File: config.mk
export PLATFORM = sky130hd
export DESIGN_NAME = cmd_frame_issuer
export DESIGN_NICKNAME = d
export VERILOG_FILES = /design/src/rtl/cmd_frame_issuer_pkg.sv /design/src/rtl/cmd_frame_issuer_frame_byte_mux.sv /design/src/rtl/cmd_frame_issuer.sv
export SDC_FILE = /design/constraint.sdc
export NUM_CORES = 1
export LEC_CHECK = 0
export CORE_MARGIN = 2
export CORE_UTILIZATION = 57
export DETAILED_ROUTE_END_ITERATION = 16
export PLACE_DENSITY = 0.88
export SLEW_MARGIN = 30
export SYNTH_ARGS = -nofsm -noshare
export SYNTH_HDL_FRONTEND = slang
export SYNTH_SLANG_ARGS = --single-unit
export TNS_END_PERCENT = 10
File: constraint.sdc
create_clock -name CLK -period 4.1 [get_ports CLK]
set_clock_uncertainty 0.05 [all_clocks]
set_input_delay 0.41 -clock CLK [delete_from_list [all_inputs] [get_ports CLK]]
set_output_delay 0.41 -clock CLK [all_outputs]
set_load 0.02 [all_outputs]
File: src/rtl/cmd_frame_issuer_pkg.sv
// Shared types and constants for the host-side UART command frame issuer.
package cmd_frame_issuer_pkg;

    typedef enum logic [1:0] {
        CMD_REG_WR  = 2'd0,
        CMD_REG_RD  = 2'd1,
        CMD_ALU_OP  = 2'd2,
        CMD_ALU_NOP = 2'd3
    } cmd_type_e;

    localparam logic [7:0] OP_REG_WR  = 8'hAA;
    localparam logic [7:0] OP_REG_RD  = 8'hBB;
    localparam logic [7:0] OP_ALU_OP  = 8'hCC;
    localparam logic [7:0] OP_ALU_NOP = 8'hDD;

    localparam int LEN_REG_WR  = 3;
    localparam int LEN_REG_RD  = 2;
    localparam int LEN_ALU_OP  = 4;
    localparam int LEN_ALU_NOP = 2;

    typedef enum logic [2:0] {
        ST_IDLE,
        ST_SEND,
        ST_WAIT_RSP,
        ST_WAIT_HI,
        ST_DONE
    } state_e;

    typedef struct packed {
        cmd_type_e  typ;
        logic [3:0] addr;
        logic [7:0] data;
        logic [7:0] opb;
        logic [3:0] fun;
    } cmd_t;

    // Index of the final byte of a frame.
    function automatic logic [1:0] frame_last(input cmd_type_e t);
        logic [1:0] last;
        unique case (t)
            CMD_REG_WR:  last = 2'(LEN_REG_WR - 1);
            CMD_REG_RD:  last = 2'(LEN_REG_RD - 1);
            CMD_ALU_OP:  last = 2'(LEN_ALU_OP - 1);
            CMD_ALU_NOP: last = 2'(LEN_ALU_NOP - 1);
        endcase
        return last;
    endfunction

endpackage

File: src/rtl/cmd_frame_issuer_frame_byte_mux.sv
// Combinational selection of one frame byte from command type and index.
module cmd_frame_issuer_frame_byte_mux
    import cmd_frame_issuer_pkg::*;
(
    input  cmd_t       cmd,
    input  logic [1:0] idx,
    output logic [7:0] frame_byte
);

    always_comb begin
        frame_byte = 8'h00;
        unique case (cmd.typ)
            CMD_REG_WR: begin
                case (idx)
                    2'd0:    frame_byte = OP_REG_WR;
                    2'd1:    frame_byte = {4'h0, cmd.addr};
                    2'd2:    frame_byte = cmd.data;
                    default: frame_byte = 8'h00;
                endcase
            end
            CMD_REG_RD: begin
                case (idx)
                    2'd0:    frame_byte = OP_REG_RD;
                    2'd1:    frame_byte = {4'h0, cmd.addr};
                    default: frame_byte = 8'h00;
                endcase
            end
            CMD_ALU_OP: begin
                case (idx)
                    2'd0:    frame_byte = OP_ALU_OP;
                    2'd1:    frame_byte = cmd.data;
                    2'd2:    frame_byte = cmd.opb;
                    default: frame_byte = {4'h0, cmd.fun};
                endcase
            end
            CMD_ALU_NOP: begin
                case (idx)
                    2'd0:    frame_byte = OP_ALU_NOP;
                    2'd1:    frame_byte = {4'h0, cmd.fun};
                    default: frame_byte = 8'h00;
                endcase
            end
        endcase
    end

endmodule

File: src/rtl/cmd_frame_issuer.sv
// Host-side command initiator: serializes one command frame to UART TX
// and collects the response bytes from UART RX.
module cmd_frame_issuer
    import cmd_frame_issuer_pkg::*;
#(
    parameter int RSP_TIMEOUT = 1024,
    parameter int HI_WINDOW   = 64
) (
    input  logic        CLK,
    input  logic        RST,
    input  logic        CMD_VLD,
    input  logic [1:0]  CMD_TYPE,
    input  logic [3:0]  CMD_ADDR,
    input  logic [7:0]  CMD_DATA,
    input  logic [7:0]  CMD_OPB,
    input  logic [3:0]  CMD_FUN,
    output logic        CMD_RDY,
    output logic [7:0]  TX_P_DATA,
    output logic        TX_D_VLD,
    input  logic        TX_RDY,
    input  logic [7:0]  RX_P_Data,
    input  logic        RX_D_VLD,
    output logic [15:0] RSP_DATA,
    output logic        RSP_VLD,
    output logic        RSP_TMO
);

    localparam int TW = (RSP_TIMEOUT > 1) ? $clog2(RSP_TIMEOUT) : 1;
    localparam int HW = (HI_WINDOW > 1) ? $clog2(HI_WINDOW) : 1;
    localparam logic [TW-1:0] TMO_LAST = TW'(RSP_TIMEOUT - 1);
    localparam logic [HW-1:0] HI_LAST  = HW'(HI_WINDOW - 1);

    state_e        state_q, state_d;
    cmd_t          cmd_q, cmd_d, cmd_in, mux_cmd;
    logic [1:0]    idx_q, idx_d, mux_idx;
    logic [7:0]    tx_data_q, tx_data_d, mux_byte;
    logic          tx_vld_q, tx_vld_d;
    logic [15:0]   rsp_data_q, rsp_data_d;
    logic          rsp_vld_q, rsp_vld_d;
    logic          rsp_tmo_q, rsp_tmo_d;
    logic [TW-1:0] tmo_cnt_q, tmo_cnt_d;
    logic [HW-1:0] hi_cnt_q, hi_cnt_d;
    logic          tx_hs;

    assign cmd_in = '{typ:  cmd_type_e'(CMD_TYPE),
                      addr: CMD_ADDR,
                      data: CMD_DATA,
                      opb:  CMD_OPB,
                      fun:  CMD_FUN};

    assign tx_hs = tx_vld_q & TX_RDY;

    // The mux looks one byte ahead so TX_P_DATA is registered on handshake.
    cmd_frame_issuer_frame_byte_mux u_mux (
        .cmd        (mux_cmd),
        .idx        (mux_idx),
        .frame_byte (mux_byte)
    );

    always_comb begin
        state_d    = state_q;
        cmd_d      = cmd_q;
        idx_d      = idx_q;
        tx_data_d  = tx_data_q;
        tx_vld_d   = tx_vld_q;
        rsp_data_d = rsp_data_q;
        rsp_vld_d  = 1'b0;
        rsp_tmo_d  = 1'b0;
        tmo_cnt_d  = tmo_cnt_q;
        hi_cnt_d   = hi_cnt_q;
        mux_cmd    = cmd_q;
        mux_idx    = 2'(idx_q + 2'd1);
        unique case (state_q)
            ST_IDLE: begin
                if (CMD_VLD) begin
                    cmd_d      = cmd_in;
                    mux_cmd    = cmd_in;
                    mux_idx    = 2'd0;
                    idx_d      = 2'd0;
                    tx_data_d  = mux_byte;
                    tx_vld_d   = 1'b1;
                    rsp_data_d = 16'h0000;
                    state_d    = ST_SEND;
                end
            end
            ST_SEND: begin
                if (tx_hs) begin
                    if (idx_q == frame_last(cmd_q.typ)) begin
                        tx_vld_d  = 1'b0;
                        tmo_cnt_d = '0;
                        if (cmd_q.typ == CMD_REG_WR) begin
                            state_d   = ST_DONE;
                            rsp_vld_d = 1'b1;
                        end else begin
                            state_d = ST_WAIT_RSP;
                        end
                    end else begin
                        idx_d     = 2'(idx_q + 2'd1);
                        tx_data_d = mux_byte;
                    end
                end
            end
            ST_WAIT_RSP: begin
                if (RX_D_VLD) begin
                    rsp_data_d = {8'h00, RX_P_Data};
                    if (cmd_q.typ == CMD_REG_RD) begin
                        state_d   = ST_DONE;
                        rsp_vld_d = 1'b1;
                    end else begin
                        state_d  = ST_WAIT_HI;
                        hi_cnt_d = '0;
                    end
                end else if (tmo_cnt_q == TMO_LAST) begin
                    state_d    = ST_DONE;
                    rsp_vld_d  = 1'b1;
                    rsp_tmo_d  = 1'b1;
                    rsp_data_d = 16'h0000;
                end else begin
                    tmo_cnt_d = tmo_cnt_q + 1'b1;
                end
            end
            ST_WAIT_HI: begin
                if (RX_D_VLD) begin
                    rsp_data_d[15:8] = RX_P_Data;
                    state_d          = ST_DONE;
                    rsp_vld_d        = 1'b1;
                end else if (hi_cnt_q == HI_LAST) begin
                    state_d   = ST_DONE;
                    rsp_vld_d = 1'b1;
                end else begin
                    hi_cnt_d = hi_cnt_q + 1'b1;
                end
            end
            ST_DONE: begin
                state_d = ST_IDLE;
            end
            default: begin
                state_d = ST_IDLE;
            end
        endcase
    end

    always_ff @(posedge CLK or negedge RST) begin
        if (!RST) begin
            state_q    <= ST_IDLE;
            cmd_q      <= '0;
            idx_q      <= 2'd0;
            tx_data_q  <= 8'h00;
            tx_vld_q   <= 1'b0;
            rsp_data_q <= 16'h0000;
            rsp_vld_q  <= 1'b0;
            rsp_tmo_q  <= 1'b0;
            tmo_cnt_q  <= '0;
            hi_cnt_q   <= '0;
        end else begin
            state_q    <= state_d;
            cmd_q      <= cmd_d;
            idx_q      <= idx_d;
            tx_data_q  <= tx_data_d;
            tx_vld_q   <= tx_vld_d;
            rsp_data_q <= rsp_data_d;
            rsp_vld_q  <= rsp_vld_d;
            rsp_tmo_q  <= rsp_tmo_d;
            tmo_cnt_q  <= tmo_cnt_d;
            hi_cnt_q   <= hi_cnt_d;
        end
    end

    assign CMD_RDY   = (state_q == ST_IDLE);
    assign TX_P_DATA = tx_data_q;
    assign TX_D_VLD  = tx_vld_q;
    assign RSP_DATA  = rsp_data_q;
    assign RSP_VLD   = rsp_vld_q;
    assign RSP_TMO   = rsp_tmo_q;

endmodule

==> summary.md <==
| Metric | Value |
|---|---|
| Hold endpoint | `cmd_q[5]` |
| Fin. Hold Viols | `0` |
| Total grt overflow | `0` |
| First-pass GRT wire length | `around 15 mm` |
| Non-Filler Instances | `between 500 and 600` |
| RSZ-0062 raised after global routing | `false` |
| Peak Freq | `0.389 GHz` |
| Top cells by area, synth | `dfrtp_1 50%, nand2_1 9.6%, a22o_1 3.8%, o21ai_0 3.3%, nor2_1 3.0%` |
| CP Launch Type | `register` |
| Area grow syn2layout | `25.8%` |
| Die area | `~7100 µm²` |
| Max cap viols | `0` |
| Synthesized flop and latch total | `74` |
| Synth Area in Simple Gates | `0.219` |
| Die height | `84.4 µm` |
| Reg2Reg Launch Point | `cmd_q[25]` |
| Post-route setup TNS | `0 ns` |
| Drt pass-1 iters | `5` |
| Post-synth cell types | `54` |
| Slowest cell on the critical path | `dfrtp_1` |
| Synthesized cell area | `~3700 µm²` |
| CTS sink cnt | `74` |
| Clk slew on worst S/H paths | `0.08 ns` |
| Crit path buffers/inverters | `0` |
| I/O pins | `between 60 and 70` |
| Largest family of logic cells by synthesized area | `simple AND/OR/NAND/NOR gates` |
| Synth area leader | `dfrtp_1` |
| VDD IR max | `511 µV` |
| Synth Net Count | `436` |
| Detail Route Antenna Nets | `0` |
| Crit path largest cell delay | `just under 0.9 ns` |
| Synth async-reset ratio | `1.00` |
| HP Class | `register to register` |
| Cells after Synth | `~400` |
| Xor/xnor share of the synthesized area | `0.0190` |
| CTS tree | `built` |
| Compound-Gate Fraction of Synth Area | `0.182` |
| Cell with the most instances after synthesis | `nand2_1` |
| Synth warn | `0` |
| Hold_sp | `cmd_q[5]` |
| Setup Fix Bufs, Post-CTS | `0` |
| Clock latency on the worst-skew pair | `about 0.35 ns` |
| Vias | `roughly 3.3k` |
| PD cells | `~730 nW/µm²` |
| Largest net degree at the start of global routing | `52` |
| I/O Buffers | `66` |
| Commonest cells in the netlist | `94 x nand2_1, 74 x dfrtp_1, 29 x nor2_1` |
| CP Cell Sequence | `xnor2_1, a22oi_2, a21o_1, nand2_1, o32a_1` |
| Core area | `roughly 6300 µm²` |
| 1st-iter DRT viols | `approximately 330` |
| Number of synthesized flops with an enable pin | `0` |
| Drt via density | `between 6 and 7` |
| Mux contribution to synthesized area | `0.0400` |
| Reg2reg end | `TX_P_DATA[0]` |
| DRC Markers | `0` |
| Initial antenna violation count | `0` |
| Htree depth | `3` |
| Flop-to-flop setup slack | `~1.5 ns` |
| Final setup viols | `0` |
| Clk root buf | `clkbuf_8` |
| Fill count | `463` |
| Post-synthesis sequential area ratio | `0.502` |
| Tot GR Track Use | `0.271` |
| WL final | `9.21 mm` |
| Syn_area_per_cell | `9.34 µm²` |
| Ant. Diodes | `0` |
| Final min period | `around 2.6 ns` |
| Top cell type's share of synthesized area | `0.502` |
| Num CTS Buffers | `9` |
| Critical path launch point | `cmd_q[25]` |
| Post-route clock period utilization | `0.628` |
| FP Rows | `29` |
| Synth Area in Adders | `0.00678` |
| WP data arrival | `about 2.8 ns` |
| WP data required | `roughly 4.3 ns` |
| Initial Util | `0.584` |
| DR WL/cell | `roughly 17 µm` |
| CTS resizes | `0` |
| Hold path depth | `2` |
| Worst relative slew slack | `0.447` |
| Max clock buf depth | `2` |
| Die width | `~84 µm` |
| Post-Place Cells | `between 500 and 600` |
| Net count reported at finish | `about 500` |
| Slew Limit Fails | `0` |
| Top delay family on crit path | `compound AO/OA/AOI/OAI gates` |
| Reg2reg path depth | `5` |
| Crit. End Element | `register` |
| Status | `complete, no violations` |
| Cts hold-fix bufs | `1` |
| Hpwl dp | `approximately 6.3 mm` |
| Top_reg_cell synth | `dfrtp_1` |
| Leak | `just over 2 nW` |
| Placer Congestion | `0.891` |
| Worst slew pin tran | `slightly above 0.8 ns` |
| Critical path class | `register to register` |
| Critical path fanouts, max | `23` |
| Vias in the first global route | `between 3k and 4k` |
| Layout cell share with drive strength beyond 1 | `0.0738` |
[final cells by class]
type | instances | area [µm²] | area share
clock buffers | 10 | 138 | 0.0297
clock inverters | 6 | 114 | 0.0245
inverters | 8 | 30.0 | 0.00647
multi-input cells | 294 | 1730 | 0.373
flip-flops and latches | 74 | 1850 | 0.399
well taps | 77 | 96.3 | 0.0208
repair buffers | 69 | 681 | 0.147
[routing by layer]
| layer | global-route usage | up-vias | part of all wire | wire (µm) |
|---|---|---|---|---|
| li1 | - | 1523 | - | - |
| met3 | 0.0698 | 27 | 0.086 | 794 |
| met5 | 0 | - | 0 | 0 |
| met2 | 0.442 | 167 | 0.48 | 4400 |
| met1 | 0.351 | 1561 | 0.41 | 3760 |
| met4 | 0.0996 | 0 | 0.028 | 256 |
[placed cells by master (no fill, tap or decap), types with 8 or more instances in the layout]
| master | n |
|---|---|
| inv_1 | 8 |
| a22o_1 | 16 |
| o21ai_0 | 24 |
| mux2i_1 | 8 |
| dfrtp_1 | 74 |
| nor3_1 | 8 |
| clkdlybuf4s50_1 | 65 |
| a21oi_1 | 17 |
| nor2_1 | 29 |
| clkbuf_8 | 10 |
| nand3_1 | 11 |
| nand2_1 | 94 |
[cell families (layout without fill, tap and decap cells)]
kind of cell,Yosys count,count (layout)
AO/OA/AOI/OAI,94,94
XOR/XNOR,8,8
adder cells (fa/ha/maj),2,2
buffers and inverters,27,93
flip-flops,74,74
multiplexers,14,14
AND/OR/NAND/NOR,176,176
[stage by stage]
stage	area, µm²	setup slack (ns)	util	hold slack [ns]	power [mW]
after detailed placement	4380	1.31	0.693	0.370	2.67
after global routing	4640	1.47	0.735	0.472	3.59
after floorplan	3690	2.17	-	0.0644	2.15
after global placement	4380	1.40	0.693	0.363	2.61
after CTS	4640	1.63	0.735	0.441	3.39
final	4640	1.53	0.735	0.441	3.40
[power by group]
group | internal [mW] | switching (mW) | leakage (nW)
registers | 1.01 | 0.318 | 0.955
clock network | 0.422 | 0.285 | 0.119
logic | 0.632 | 0.733 | 0.977
total | 2.06 | 1.34 | 2.05
[worst max path at each step]
stage               depth (start not counted)           end  slack (ns)
detailed placement                          7  TX_P_DATA[4]        1.31
global placement                            7  TX_P_DATA[4]        1.40
finish                                      5  TX_P_DATA[0]        1.53
global route                                5  TX_P_DATA[0]        1.47
floorplan                                   5  TX_P_DATA[4]        2.17
CTS                                         5  TX_P_DATA[0]        1.63
[worst reg2reg max path, stage by stage, from the launching register on]
cell and delay (ns):
dfrtp_1 0.89, xnor2_1 0.23, a22oi_2 0.36, a21o_1 0.43, nand2_1 0.15, o32a_1 0.36
[flip-flops by register name, summed over array words and instances (netlist names)]
| register | flops |
|---|---|
| TX_D_VLD | 1 |
| TX_P_DATA | 8 |
| RSP_DATA | 16 |
| state_q | 3 |
| hi_cnt_q | 6 |
| tmo_cnt_q | 10 |
| cmd_q | 26 |
| idx_q | 2 |
| RSP_VLD | 1 |
| RSP_TMO | 1 |
Note: power is estimated with default switching activity, not from simulation.
